<file path="src/rtl/interrupt_sequencer_pkg.sv">
// Shared types and constants for the 8259A-style interrupt sequencer.
package pic_pkg;

  // Request line count; the priority logic is written for exactly 8 lines.
  localparam int NUM_IRQ = 8;
  localparam int LEVEL_W = 3;

  typedef logic [LEVEL_W-1:0] level_t;

  // Level reported when the request disappears before the first INTA.
  localparam level_t SPURIOUS_LEVEL_DEFAULT = 3'd7;

  typedef enum logic [1:0] {
    IDLE,
    PENDING,
    ACK1,
    ACK2
  } state_t;

  // Vector presented on the second INTA: base in [7:3], level in [2:0].
  typedef struct packed {
    logic [4:0] base;
    level_t     level;
  } vector_t;

  // Priority rank of a level relative to the current lowest-priority level.
  // Rank 0 is the highest priority (the level just after lowestPriority).
  function automatic level_t priority_rank(level_t level, level_t lowest);
    return level_t'(level - lowest - 3'd1);
  endfunction

  function automatic logic [NUM_IRQ-1:0] level_onehot(level_t level);
    return NUM_IRQ'(1) << level;
  endfunction

endpackage

</file>
<file path="src/rtl/interrupt_sequencer_if.sv">
// Request/acknowledge/EOI bundle between the PIC front end and the sequencer.
interface interrupt_sequencer_if;
  import pic_pkg::*;

  logic [NUM_IRQ-1:0] interruptRequest;
  logic [NUM_IRQ-1:0] interruptMask;
  logic               inta;
  logic               eoiValid;
  logic               eoiSpecific;
  level_t             eoiLevel;
  logic               rotateOnEoi;
  logic               autoEoi;
  logic [4:0]         vectorBase;

  logic               intOut;
  logic [NUM_IRQ-1:0] clearInterruptRequest;
  logic [NUM_IRQ-1:0] inServiceReg;
  vector_t            vectorOut;
  logic               vectorValid;

  // Side that drives requests, acknowledges and commands.
  modport master (
    output interruptRequest, interruptMask, inta, eoiValid, eoiSpecific,
           eoiLevel, rotateOnEoi, autoEoi, vectorBase,
    input  intOut, clearInterruptRequest, inServiceReg, vectorOut, vectorValid
  );

  // The sequencer itself.
  modport slave (
    input  interruptRequest, interruptMask, inta, eoiValid, eoiSpecific,
           eoiLevel, rotateOnEoi, autoEoi, vectorBase,
    output intOut, clearInterruptRequest, inServiceReg, vectorOut, vectorValid
  );

endinterface

</file>
<file path="src/rtl/interrupt_sequencer_priority_resolver.sv">
// Rotating find-first: returns the highest-priority set bit, searching
// upward from lowestPriority+1 and wrapping modulo 8.
module priority_resolver
  import pic_pkg::*;
(
  input  logic [NUM_IRQ-1:0] request,
  input  level_t             lowestPriority,
  output logic               valid,
  output level_t             level
);

  logic [NUM_IRQ-1:0] rotated;
  level_t             start;
  level_t             offset;

  assign start = level_t'(lowestPriority + 3'd1);

  // Rotate so that bit 0 of 'rotated' is the highest-priority request line.
  genvar gi;
  generate
    for (gi = 0; gi < NUM_IRQ; gi++) begin : g_rot
      assign rotated[gi] = request[level_t'(start + level_t'(gi))];
    end
  endgenerate

  // Find the lowest set bit of the rotated vector.
  always_comb begin
    valid  = 1'b0;
    offset = '0;
    for (int i = NUM_IRQ - 1; i >= 0; i--) begin
      if (rotated[i]) begin
        valid  = 1'b1;
        offset = level_t'(i);
      end
    end
  end

  assign level = level_t'(start + offset);

endmodule

</file>
<file path="src/rtl/interrupt_sequencer.sv">
// Interrupt sequencer: priority resolution against the ISR, INT generation,
// two-pulse INTA acknowledge, ISR maintenance and EOI handling.
module interrupt_sequencer
  import pic_pkg::*;
#(
  parameter level_t SPURIOUS_LEVEL = SPURIOUS_LEVEL_DEFAULT
) (
  input  logic                  clk,
  input  logic                  rst_n,
  interrupt_sequencer_if.slave  bus
);

  state_t             state_reg;
  logic               int_out_reg;
  logic [NUM_IRQ-1:0] clear_reg;
  logic [NUM_IRQ-1:0] isr_reg;
  level_t             lowest_reg;
  level_t             latched_level_reg;
  logic               spurious_reg;
  vector_t            vector_reg;
  logic               vector_valid_reg;
  logic               inta_prev_reg;

  logic [NUM_IRQ-1:0] eligible;
  logic               win_valid;
  level_t             win_level;
  logic               isr_valid;
  level_t             isr_level;
  logic               qualify;
  logic               inta_edge;

  logic [NUM_IRQ-1:0] eoi_clear_mask;
  logic               eoi_rotate;
  level_t             eoi_level;
  logic [NUM_IRQ-1:0] isr_next;
  level_t             lowest_next;

  assign eligible  = bus.interruptRequest & ~bus.interruptMask;
  assign inta_edge = bus.inta & ~inta_prev_reg;

  priority_resolver u_req_resolver (
    .request        (eligible),
    .lowestPriority (lowest_reg),
    .valid          (win_valid),
    .level          (win_level)
  );

  priority_resolver u_isr_resolver (
    .request        (isr_reg),
    .lowestPriority (lowest_reg),
    .valid          (isr_valid),
    .level          (isr_level)
  );

  // A winner only interrupts if it outranks everything already in service.
  assign qualify = win_valid &&
                   (!isr_valid ||
                    (priority_rank(win_level, lowest_reg) <
                     priority_rank(isr_level, lowest_reg)));

  // Decode the EOI command into a clear mask and optional new lowest level.
  always_comb begin
    eoi_clear_mask = '0;
    eoi_rotate     = 1'b0;
    eoi_level      = bus.eoiLevel;
    if (bus.eoiValid) begin
      if (bus.eoiSpecific) begin
        if (isr_reg[bus.eoiLevel]) begin
          eoi_clear_mask = level_onehot(bus.eoiLevel);
          eoi_rotate     = bus.rotateOnEoi;
        end
      end else if (isr_valid) begin
        eoi_level      = isr_level;
        eoi_clear_mask = level_onehot(isr_level);
        eoi_rotate     = bus.rotateOnEoi;
      end
    end
  end

  assign isr_next    = isr_reg & ~eoi_clear_mask;
  assign lowest_next = eoi_rotate ? eoi_level : lowest_reg;

  // Acknowledge FSM with registered outputs; EOI is applied every cycle and
  // the ACK1 set / auto-EOI clear are layered on top of the post-EOI ISR.
  always_ff @(posedge clk or negedge rst_n) begin
    if (!rst_n) begin
      state_reg         <= IDLE;
      int_out_reg       <= 1'b0;
      clear_reg         <= '0;
      isr_reg           <= '0;
      lowest_reg        <= 3'd7;
      latched_level_reg <= '0;
      spurious_reg      <= 1'b0;
      vector_reg        <= '0;
      vector_valid_reg  <= 1'b0;
      inta_prev_reg     <= 1'b0;
    end else begin
      inta_prev_reg    <= bus.inta;
      clear_reg        <= '0;
      vector_valid_reg <= 1'b0;
      isr_reg          <= isr_next;
      lowest_reg       <= lowest_next;

      case (state_reg)
        IDLE: begin
          if (qualify) begin
            state_reg   <= PENDING;
            int_out_reg <= 1'b1;
          end
        end

        PENDING: begin
          if (inta_edge) begin
            state_reg   <= ACK1;
            int_out_reg <= 1'b0;
            if (win_valid) begin
              latched_level_reg <= win_level;
              spurious_reg      <= 1'b0;
              isr_reg           <= isr_next | level_onehot(win_level);
              clear_reg         <= level_onehot(win_level);
            end else begin
              latched_level_reg <= SPURIOUS_LEVEL;
              spurious_reg      <= 1'b1;
            end
          end else if (!qualify) begin
            state_reg   <= IDLE;
            int_out_reg <= 1'b0;
          end
        end

        ACK1: begin
          if (inta_edge) begin
            state_reg        <= ACK2;
            vector_reg       <= '{base: bus.vectorBase, level: latched_level_reg};
            vector_valid_reg <= 1'b1;
            if (bus.autoEoi && !spurious_reg) begin
              isr_reg <= isr_next & ~level_onehot(latched_level_reg);
              if (bus.rotateOnEoi) begin
                lowest_reg <= latched_level_reg;
              end
            end
          end
        end

        ACK2: begin
          state_reg <= IDLE;
        end

        default: begin
          state_reg <= IDLE;
        end
      endcase
    end
  end

  assign bus.intOut                = int_out_reg;
  assign bus.clearInterruptRequest = clear_reg;
  assign bus.inServiceReg          = isr_reg;
  assign bus.vectorOut             = vector_reg;
  assign bus.vectorValid           = vector_valid_reg;

endmodule

</file>
<file path="src/flat_wrapper.sv">
// flat-port wrapper written by rule: the top's interface ports become plain ports
module interrupt_sequencer_flat import pic_pkg::*;
#(
  parameter level_t SPURIOUS_LEVEL = SPURIOUS_LEVEL_DEFAULT
)
  (clk, rst_n, bus_interruptRequest, bus_interruptMask, bus_inta, bus_eoiValid, bus_eoiSpecific, bus_eoiLevel, bus_rotateOnEoi, bus_autoEoi, bus_vectorBase, bus_intOut, bus_clearInterruptRequest, bus_inServiceReg, bus_vectorOut, bus_vectorValid);
  interrupt_sequencer_if bus_i ();
  input  logic clk;
  input  logic rst_n;
  input wire logic [$bits(bus_i.interruptRequest)-1:0] bus_interruptRequest;
  input wire logic [$bits(bus_i.interruptMask)-1:0] bus_interruptMask;
  input wire logic [$bits(bus_i.inta)-1:0] bus_inta;
  input wire logic [$bits(bus_i.eoiValid)-1:0] bus_eoiValid;
  input wire logic [$bits(bus_i.eoiSpecific)-1:0] bus_eoiSpecific;
  input wire logic [$bits(bus_i.eoiLevel)-1:0] bus_eoiLevel;
  input wire logic [$bits(bus_i.rotateOnEoi)-1:0] bus_rotateOnEoi;
  input wire logic [$bits(bus_i.autoEoi)-1:0] bus_autoEoi;
  input wire logic [$bits(bus_i.vectorBase)-1:0] bus_vectorBase;
  output wire logic [$bits(bus_i.intOut)-1:0] bus_intOut;
  output wire logic [$bits(bus_i.clearInterruptRequest)-1:0] bus_clearInterruptRequest;
  output wire logic [$bits(bus_i.inServiceReg)-1:0] bus_inServiceReg;
  output wire logic [$bits(bus_i.vectorOut)-1:0] bus_vectorOut;
  output wire logic [$bits(bus_i.vectorValid)-1:0] bus_vectorValid;
  assign bus_i.interruptRequest = bus_interruptRequest;
  assign bus_i.interruptMask = bus_interruptMask;
  assign bus_i.inta = bus_inta;
  assign bus_i.eoiValid = bus_eoiValid;
  assign bus_i.eoiSpecific = bus_eoiSpecific;
  assign bus_i.eoiLevel = bus_eoiLevel;
  assign bus_i.rotateOnEoi = bus_rotateOnEoi;
  assign bus_i.autoEoi = bus_autoEoi;
  assign bus_i.vectorBase = bus_vectorBase;
  assign bus_intOut = bus_i.intOut;
  assign bus_clearInterruptRequest = bus_i.clearInterruptRequest;
  assign bus_inServiceReg = bus_i.inServiceReg;
  assign bus_vectorOut = bus_i.vectorOut;
  assign bus_vectorValid = bus_i.vectorValid;
  interrupt_sequencer #(.SPURIOUS_LEVEL(SPURIOUS_LEVEL)) u_core (.clk(clk), .rst_n(rst_n), .bus(bus_i));
endmodule
</file>
<file path="config.mk">
export PLATFORM = sky130hd
export DESIGN_NAME = interrupt_sequencer_flat
export DESIGN_NICKNAME = d
export VERILOG_FILES = /design/src/rtl/interrupt_sequencer_pkg.sv /design/src/rtl/interrupt_sequencer_if.sv /design/src/rtl/interrupt_sequencer_priority_resolver.sv /design/src/rtl/interrupt_sequencer.sv /design/src/flat_wrapper.sv
export SDC_FILE = /design/constraint.sdc
export NUM_CORES = 1
export LEC_CHECK = 0
export BUFFER_PORTS_ARGS = -buffer_cell sky130_fd_sc_hd__buf_4
export CORE_MARGIN = 5
export CORE_UTILIZATION = 62
export CTS_CLUSTER_DIAMETER = 200
export DETAILED_ROUTE_END_ITERATION = 10
export PLACE_DENSITY = 0.95
export SLEW_MARGIN = 30
export SYNTH_ARGS = -nofsm -noshare
export SYNTH_HDL_FRONTEND = slang
export SYNTH_SLANG_ARGS = --single-unit
export TNS_END_PERCENT = 100
</file>
<file path="constraint.sdc">
create_clock -name clk -period 10.59 [get_ports clk]
set_clock_uncertainty 0.1 [all_clocks]
set_input_delay 1.5885 -clock clk [delete_from_list [all_inputs] [get_ports clk]]
set_output_delay 1.5885 -clock clk [all_outputs]
set_load 0.01 [all_outputs]
</file>
==> results of run 1 <==
==> stage by stage <==
step                utilization  hold slack (ps)  cell area (um^2)
finish                    0.721              409              3950
global route              0.721              425              3950
CTS                       0.721              407              3950
detailed placement        0.705              389              3860
global placement          0.705              376              3860
floorplan                     -              364              3450
==> layout make-up <==
class / count / area [um^2]
Inverter: 21 / 78.8
Tap cell: 72 / 90.1
Clock buffer: 5 / 68.8
Clock inverter: 3 / 18.8
Multi-Input combinational cell: 264 / 2360
Fill cell: 395 / 1530
Timing Repair Buffer: 56 / 420
Sequential cell: 36 / 905
==> worst reg2reg max path, stage by stage (launching register included) <==
cell       delay, ps
dfstp_2          730
inv_2            240
ha_1             970
xnor3_1          600
mux2i_1          230
o21ai_0          130
nand2_1           90
a31oi_1           70
o21ai_0          190
and3_1           190
ha_1             130
inv_1             50
fa_1             550
inv_1            100
fa_1             410
xnor2_1          220
xnor2_1          170
xnor2_1          140
ha_1             240
a21oi_1          160
a2bb2oi_2        320
o21ai_1          100
a221o_1          290
==> layout by cell type, fill, tap and decap left out, types with 3 or more instances in the layout <==
cell      instances
and3_1            4
mux2i_1          16
o211ai_1          3
dfrtp_1          33
buf_4            56
inv_1            20
dfstp_2           3
clkbuf_8          5
mux4_2           13
a21oi_1           9
o31ai_1           7
o311ai_0          5
nand2_1          36
mux2_2           15
xnor2_1           8
fa_1              4
o221ai_1          4
mux4_1            7
or2_2             3
a21boi_0          4
nand3_1           6
and2_1            5
o21ai_0          12
nor2_1           16
nor4_2            3
nor2b_1           5
nand2b_1         13
nor4_1            9
ha_1             11
==> routing by layer <==
layer  track usage  part of all wire  vias up
li1              -                 -     1375
met1         0.337              0.40     1492
met4        0.0791             0.033        0
met3        0.0550             0.069       30
met2         0.426              0.49      150
met5             0                 0        -
==> cells by family (layout without fill, tap and decap cells) <==
kind of cell,count (synthesis),count (layout),synth area share
fa+ha+maj,15,15,0.0630
buf+inv,34,85,0.0540
xor+xnor,12,12,0.0442
mux,52,52,0.237
flops,36,36,0.262
simple gates,114,114,0.183
compound gates,71,71,0.156
==> synthesized netlist by cell type, drive strengths merged, types with 5 or more instances <==
cell and number:
o31ai 7, clkbuf 5, mux2i 17, and3 6, dfrtp 33, nand3 6, nor2 16, mux4 20
mux2 15, nand2 36, xnor2 10, nor4 12, buf 8, inv 21, o311ai 5, nor2b 5
and2 5, or2 5, a21oi 10, nand2b 13, o21ai 13, ha 11
==> worst max path at each step <==
stage / depth (start not counted) / slack, ps / from / endpoint
6_report: 22 / 4060 / u_core.lowest_reg[0] / flip-flop
5_1_grt: 22 / 3480 / u_core.lowest_reg[0] / flip-flop
4_1_cts: 22 / 4060 / u_core.lowest_reg[0] / flip-flop
3_5_place_dp: 22 / 4080 / u_core.lowest_reg[0] / flip-flop
3_3_place_gp: 22 / 4410 / u_core.lowest_reg[0] / flip-flop
2_1_floorplan: 17 / 4950 / bus_interruptMask[0] / flip-flop
==> results by group, run 1 <==
Run status
  – Status: complete, no violations

STA
  – Fin. max-slew vios: 0
  – Unrepaired setup endpoints after global routing: no
  – PnR worst setup slack: 4060 ps
  – Fin. Hold Viols: 0
  – Relative slew slack: 0.376
  – Final period utilization: 0.617
  – Setup TNS: 0 ps
  – Final Setup Violations: 0
  – Worst-Margin Slew: 936 ps
  – Fmax: 0.153 GHz
  – Min cycle time layout: 6530 ps

Setup path
  – Worst R2R Start: u_core.lowest_reg[0]
  – Crit Path Max Fanout: 21
  – FF-to-FF setup slack: 4060 ps
  – Worst path slowest cell: ha_1
  – Worst r2r path cells: 22
  – Worst Path Required: 10,680 ps
  – Crit. End Element: flip-flop
  – Bufs and invs on worst path: 3
  – WP data arrival: 6620 ps
  – Worst-path cell chain: inv_2, ha_1, xnor3_1, mux2i_1, o21ai_0, nand2_1, a31oi_1, o21ai_0, and3_1, ha_1, inv_1, fa_1, inv_1, fa_1, xnor2_1, xnor2_1, xnor2_1, ha_1, a21oi_1, a2bb2oi_2, o21ai_1, a221o_1
  – CP top delay family: adder cells
  – Crit start category: flip-flop
  – Setup CP Type: reg2reg
  – Largest stage delay, worst path: 970 ps

Clock tree
  – Clock Pin Slew Worst Setup and Hold Paths: 80 ps
  – Root Driver: clkbuf_8
  – Hold_buf cts: 0
  – Clock tree buffer depth: 2
  – Clk sink count: 36
  – Num CTS Buffers: 5
  – Post-CTS resize count: 0
  – CTS tree: done
  – Buffers inserted during post-CTS setup optimization: 0
  – Depth of the CTS H-tree: 2
  – Clk_lat worst skew: 300 ps

Finish
  – Share of cells above drive strength 1: 0.312
  – Layout Nets: 430
  – ANT cells: 0
  – Layout Area Growth over Synthesis: 14.2%
  – Post-route insts no fill: 457

Synth
  – Post-synth top flop: dfrtp_1
  – Syn_nets: 380
  – #FFs+latches synth: 36
  – Sequential-to-total area share from yosys stat: 0.262
  – Mapped Cells: 334
  – Post-synth top area cell: dfrtp_1
  – Ys Warns: 0
  – Top cells by area, synth: dfrtp_1, mux4_2, mux4_1
  – Mapped Avg Cell Area: 10.3 um^2
  – Post-synth ARST share: 1.00
  – Post-Syn Area: 3450 um^2
  – Yosys cell types: 69
  – Top-area cell type share of the netlist area: 0.239
  – Post-synth EDFFs: 0

Placed design
  – Final Wtd Congestion: 0.988
  – Place WS: 4080 ps
  – I/O Buffers: 56
  – Detailed placement HPWL: 6860 um
  – DP Cell Count: 449

GRT
  – Largest net degree at the start of global routing: 37
  – Vias in the first global route: 3,090
  – First-pass GRT wire length: 14,900 um
  – GR Util All Layers: 0.257
  – Initial antenna violation count: 0
  – GRT Residual Overflow: 0

Min path
  – Hold Path Stages: 1
  – Hold Crit Start: u_core.spurious_reg
  – Min-Delay Path Class: reg2reg
  – Worst hold path endpoint: u_core.spurious_reg

Floorplan
  – Core ar.: 5470 um^2
  – Die ar.: 7160 um^2
  – Io pins: 57
  – # rows: 27
  – Die H: 84.6 um
  – Starting Density: 0.631
  – DIE WIDTH: 84.6 um

Route
  – First-pass DRT Iterations: 8
  – Post-Route WL: 8920 um
  – Post-route ant nets: 0
  – Drt initial violations: 276
  – Vias/cell: 6.67
  – DRC Markers: 0
  – Total number of vias: 3,047
  – Avg WL per Cell: 19.5 um

Job
  – Max_cap viols: 0
Power of run 1 is not shown: default switching activity piles up to over one toggle a cycle in this logic, so the estimate is an artifact.
==> run 2, diff against run 1 <==
ABC_AREA = 1   (was unset)
CORE_UTILIZATION = 58   (was 62)
PLACE_DENSITY = 0.91   (was 0.95)
clock period = 6.45 ns   (was 10.59 ns; I/O delays follow)
==> run 2 against run 1 <==
Flip-flop and latch count did not move. Cell count rose by 45%. Maximum frequency rose by 15%. Count of clock-buffer cells in the layout rose by 3. Synthesized cell count rose by 61%. Critical path depth rose by 9. Via count rose by 21%. Wire length rose by 8.1%. Non-clock buffer count rose by 1.
==> results by group, run 2 <==
Clock tree
  – Depth of the CTS H-tree: 2 (unchanged)
  – Buffers inserted during post-CTS setup optimization: 0 (unchanged)
  – Post-CTS resize count: 0 (unchanged)
  – Clock Pin Slew Worst Setup and Hold Paths: 70 ps (was 80 ps)
  – Num CTS Buffers: 5 (unchanged)
  – Clock tree buffer depth: 2 (unchanged)
  – Root Driver: clkbuf_8 (unchanged)
  – CTS tree: done (unchanged)
  – Hold_buf cts: 0 (unchanged)
  – Clk_lat worst skew: 290 ps (was 300 ps)
  – Clk sink count: 36 (unchanged)

GRT
  – Vias in the first global route: 3,424 (was 3,090)
  – Initial antenna violation count: 0 (unchanged)
  – GR Util All Layers: 0.268 (was 0.257)
  – GRT Residual Overflow: 0 (unchanged)
  – Largest net degree at the start of global routing: 37 (unchanged)
  – First-pass GRT wire length: 16,100 um (was 14,900 um)

Route
  – Avg WL per Cell: 14.5 um (was 19.5 um)
  – Total number of vias: 3,690 (was 3,047)
  – First-pass DRT Iterations: 5 (was 8)
  – Drt initial violations: 499 (was 276)
  – Vias/cell: 5.56 (was 6.67)
  – Post-Route WL: 9640 um (was 8920 um)
  – DRC Markers: 0 (unchanged)
  – Post-route ant nets: 0 (unchanged)

Synth
  – Synth cell count leaders: nand2_1, inv_1, nand3_1 (was nand2_1, dfrtp_1, inv_1)
  – Mapped Cells: 539 (was 334)
  – Post-Syn Area: 3380 um^2 (was 3450 um^2)
  – Mapped Avg Cell Area: 6.27 um^2 (was 10.3 um^2)
  – Yosys cell types: 36 (was 69)
  – Syn_nets: 585 (was 380)
  – Xor/xnor share of the synthesized area: 0.0156 (was 0.0442)
  – Post-synth EDFFs: 0 (unchanged)
  – Top-area cell type share of the netlist area: 0.248 (was 0.239)
  – Top-count cell post-synth: nand2_1 (unchanged)
  – Mux contribution to synthesized area: 0 (was 0.237)
  – Synth Area in Compound Gates: 0.113 (was 0.156)
  – Top cells by area, synth: nand2_1, dfrtp_1, inv_1 (was dfrtp_1, mux4_2, mux4_1)
  – Post-synth ARST share: 1.00 (unchanged)
  – Post-Synth Simple-Gate Area: 0.423 (was 0.183)
  – Post-synth top area cell: nand2_1 (was dfrtp_1)
  – Post-synth top flop: dfrtp_1 (unchanged)
  – #FFs+latches synth: 36 (unchanged)
  – Ys Warns: 0 (unchanged)
  – Sequential-to-total area share from yosys stat: 0.268 (was 0.262)
  – Post-Synth Adder-Cell Area: 0.0645 (was 0.0630)
  – Main combinational cell family by area after synthesis: simple AND/OR/NAND/NOR gates (was multiplexers)

STA
  – Worst-Margin Slew: 549 ps (was 936 ps)
  – Fin. max-slew vios: 0 (unchanged)
  – Relative slew slack: 0.634 (was 0.376)
  – Final Setup Violations: 0 (unchanged)
  – Final period utilization: 0.879 (was 0.617)
  – Unrepaired setup endpoints after global routing: no (unchanged)
  – Fin. Hold Viols: 0 (unchanged)
  – Min cycle time layout: 5670 ps (was 6530 ps)
  – Setup TNS: 0 ps (unchanged)
  – Fmax: 0.176 GHz (was 0.153 GHz)

Setup path
  – CP top delay family: adder cells (unchanged)
  – FF-to-FF setup slack: 780 ps (was 4060 ps)
  – CP startpoint: u_core.lowest_reg[0] (unchanged)
  – WP data arrival: 5740 ps (was 6620 ps)
  – Cell repeated most along the worst path: nand2_1
  – Reg-to-reg endpoint: u_core.state_reg[0]
  – Largest stage delay, worst path: 700 ps (was 970 ps)
  – Crit start category: flip-flop (unchanged)
  – Bufs and invs on worst path: 6 (was 3)
  – Worst r2r path cells: 31 (was 22)
  – Critical Path End: u_core.state_reg[0]
  – Worst R2R Start: u_core.lowest_reg[0] (unchanged)
  – Crit. path cell count: 31 (was 22)
  – Crit Path Max Fanout: 25 (was 21)
  – Worst Path Required: 6520 ps (was 10,680 ps)
  – Setup CP Type: reg2reg (unchanged)
  – Worst path slowest cell: ha_1 (unchanged)
  – Crit. End Element: flip-flop (unchanged)

Floorplan
  – DIE WIDTH: 86.3 um (was 84.6 um)
  – Io pins: 57 (unchanged)
  – # rows: 27 (unchanged)
  – Starting Density: 0.606 (was 0.631)
  – Core ar.: 5570 um^2 (was 5470 um^2)
  – Die H: 86.3 um (was 84.6 um)
  – Die ar.: 7450 um^2 (was 7160 um^2)

Finish
  – ANT cells: 0 (unchanged)
  – Commonest non-fill, non-tap cell in the layout: nand2_1 (was buf_4)
  – Layout Area Growth over Synthesis: 15.5% (was 14.2%)
  – Share of cells above drive strength 1: 0.194 (was 0.312)
  – # fillers: 481 (was 395)
  – Layout Nets: 637 (was 430)
  – Most frequent cells in the layout: nand2_1, inv_1, buf_4 (was buf_4, nand2_1, dfrtp_1)

Placed design
  – Detailed placement HPWL: 7670 um (was 6860 um)
  – Final Wtd Congestion: 0.969 (was 0.988)
  – I/O Buffers: 56 (unchanged)

Run status
  – Status: complete, no violations (unchanged)

Min path
  – Min-Delay Path Class: reg2reg (unchanged)

Job
  – Max_cap viols: 0 (unchanged)
## run 2: changes by cell type after synthesis, moves of 9 or more
cell,before,now
nand2_1,36,223
inv_1,20,71
nand3_1,6,38
nand2_2,0,17
mux2i_1,16,0
mux2_2,15,0
mux4_2,13,0
nand2b_1,13,0
a21oi_1,9,21
nor4_1,9,0
## run 2: final cells by class
cell class                 count  area [um^2]  share of cell area
inverter                      78          293              0.0751
multi-input combinational    413         2080               0.534
timing repair buffer          57          428               0.110
sequential                    36          905               0.232
clock buffer                   8          100              0.0257
tap                           72         90.1              0.0231
## run 2: logic make-up (layout without fill, tap and decap cells)
logic type,count (synthesis),count (layout)
XOR/XNOR,6,6
adder cells (fa/ha/maj),15,15
AO/OA/AOI/OAI,67,67
flip-flops,36,36
AND/OR/NAND/NOR,325,325
buffers and inverters,90,143
## run 2: tightest hold or removal path, stage by stage, from the launching register on
cell,delay (ps)
dfrtp_1,350
nand2_1,50
nand2_1,50
## run 2: how the worst min path moves through the flow
| stage | startpoint | to | slack [ps] | cells past startpoint |
|---|---|---|---|---|
| finish | u_core.bus.vectorOut[5] | u_core.bus.vectorOut[5] | 380 | 2 |
| global route | u_core.bus.vectorOut[5] | u_core.bus.vectorOut[5] | 410 | 2 |
| CTS | u_core.bus.vectorOut[5] | u_core.bus.vectorOut[5] | 390 | 2 |
| detailed placement | u_core.bus.vectorOut[3] | u_core.bus.vectorOut[3] | 370 | 2 |
| global placement | u_core.bus.vectorOut[5] | u_core.bus.vectorOut[5] | 350 | 2 |
| floorplan | flip-flop | flip-flop | 370 | 2 |
## run 2: metal layers
layer  share of wire  GRT usage  vias to the layer above
met2            0.45      0.431                      218
met1            0.41      0.367                     1658
li1                -          -                     1792
met4           0.018     0.0708                        0
met5               0          0                        -
met3            0.12     0.0570                       22
## run 2: per-stage QoR
stage | hold WS [ps] | setup slack [ps] | instance area [um^2] | instances | utilization
after floorplan | 366 | 1620 | 3380 | 539 | -
after global placement | 354 | 987 | 3800 | 656 | 0.681
after detailed placement | 369 | 813 | 3800 | 656 | 0.681
after CTS | 386 | 800 | 3900 | 664 | 0.699
after global routing | 415 | 309 | 3900 | 664 | 0.699
final | 381 | 780 | 3900 | 664 | 0.699
Power of run 2 is left out for the same reason.
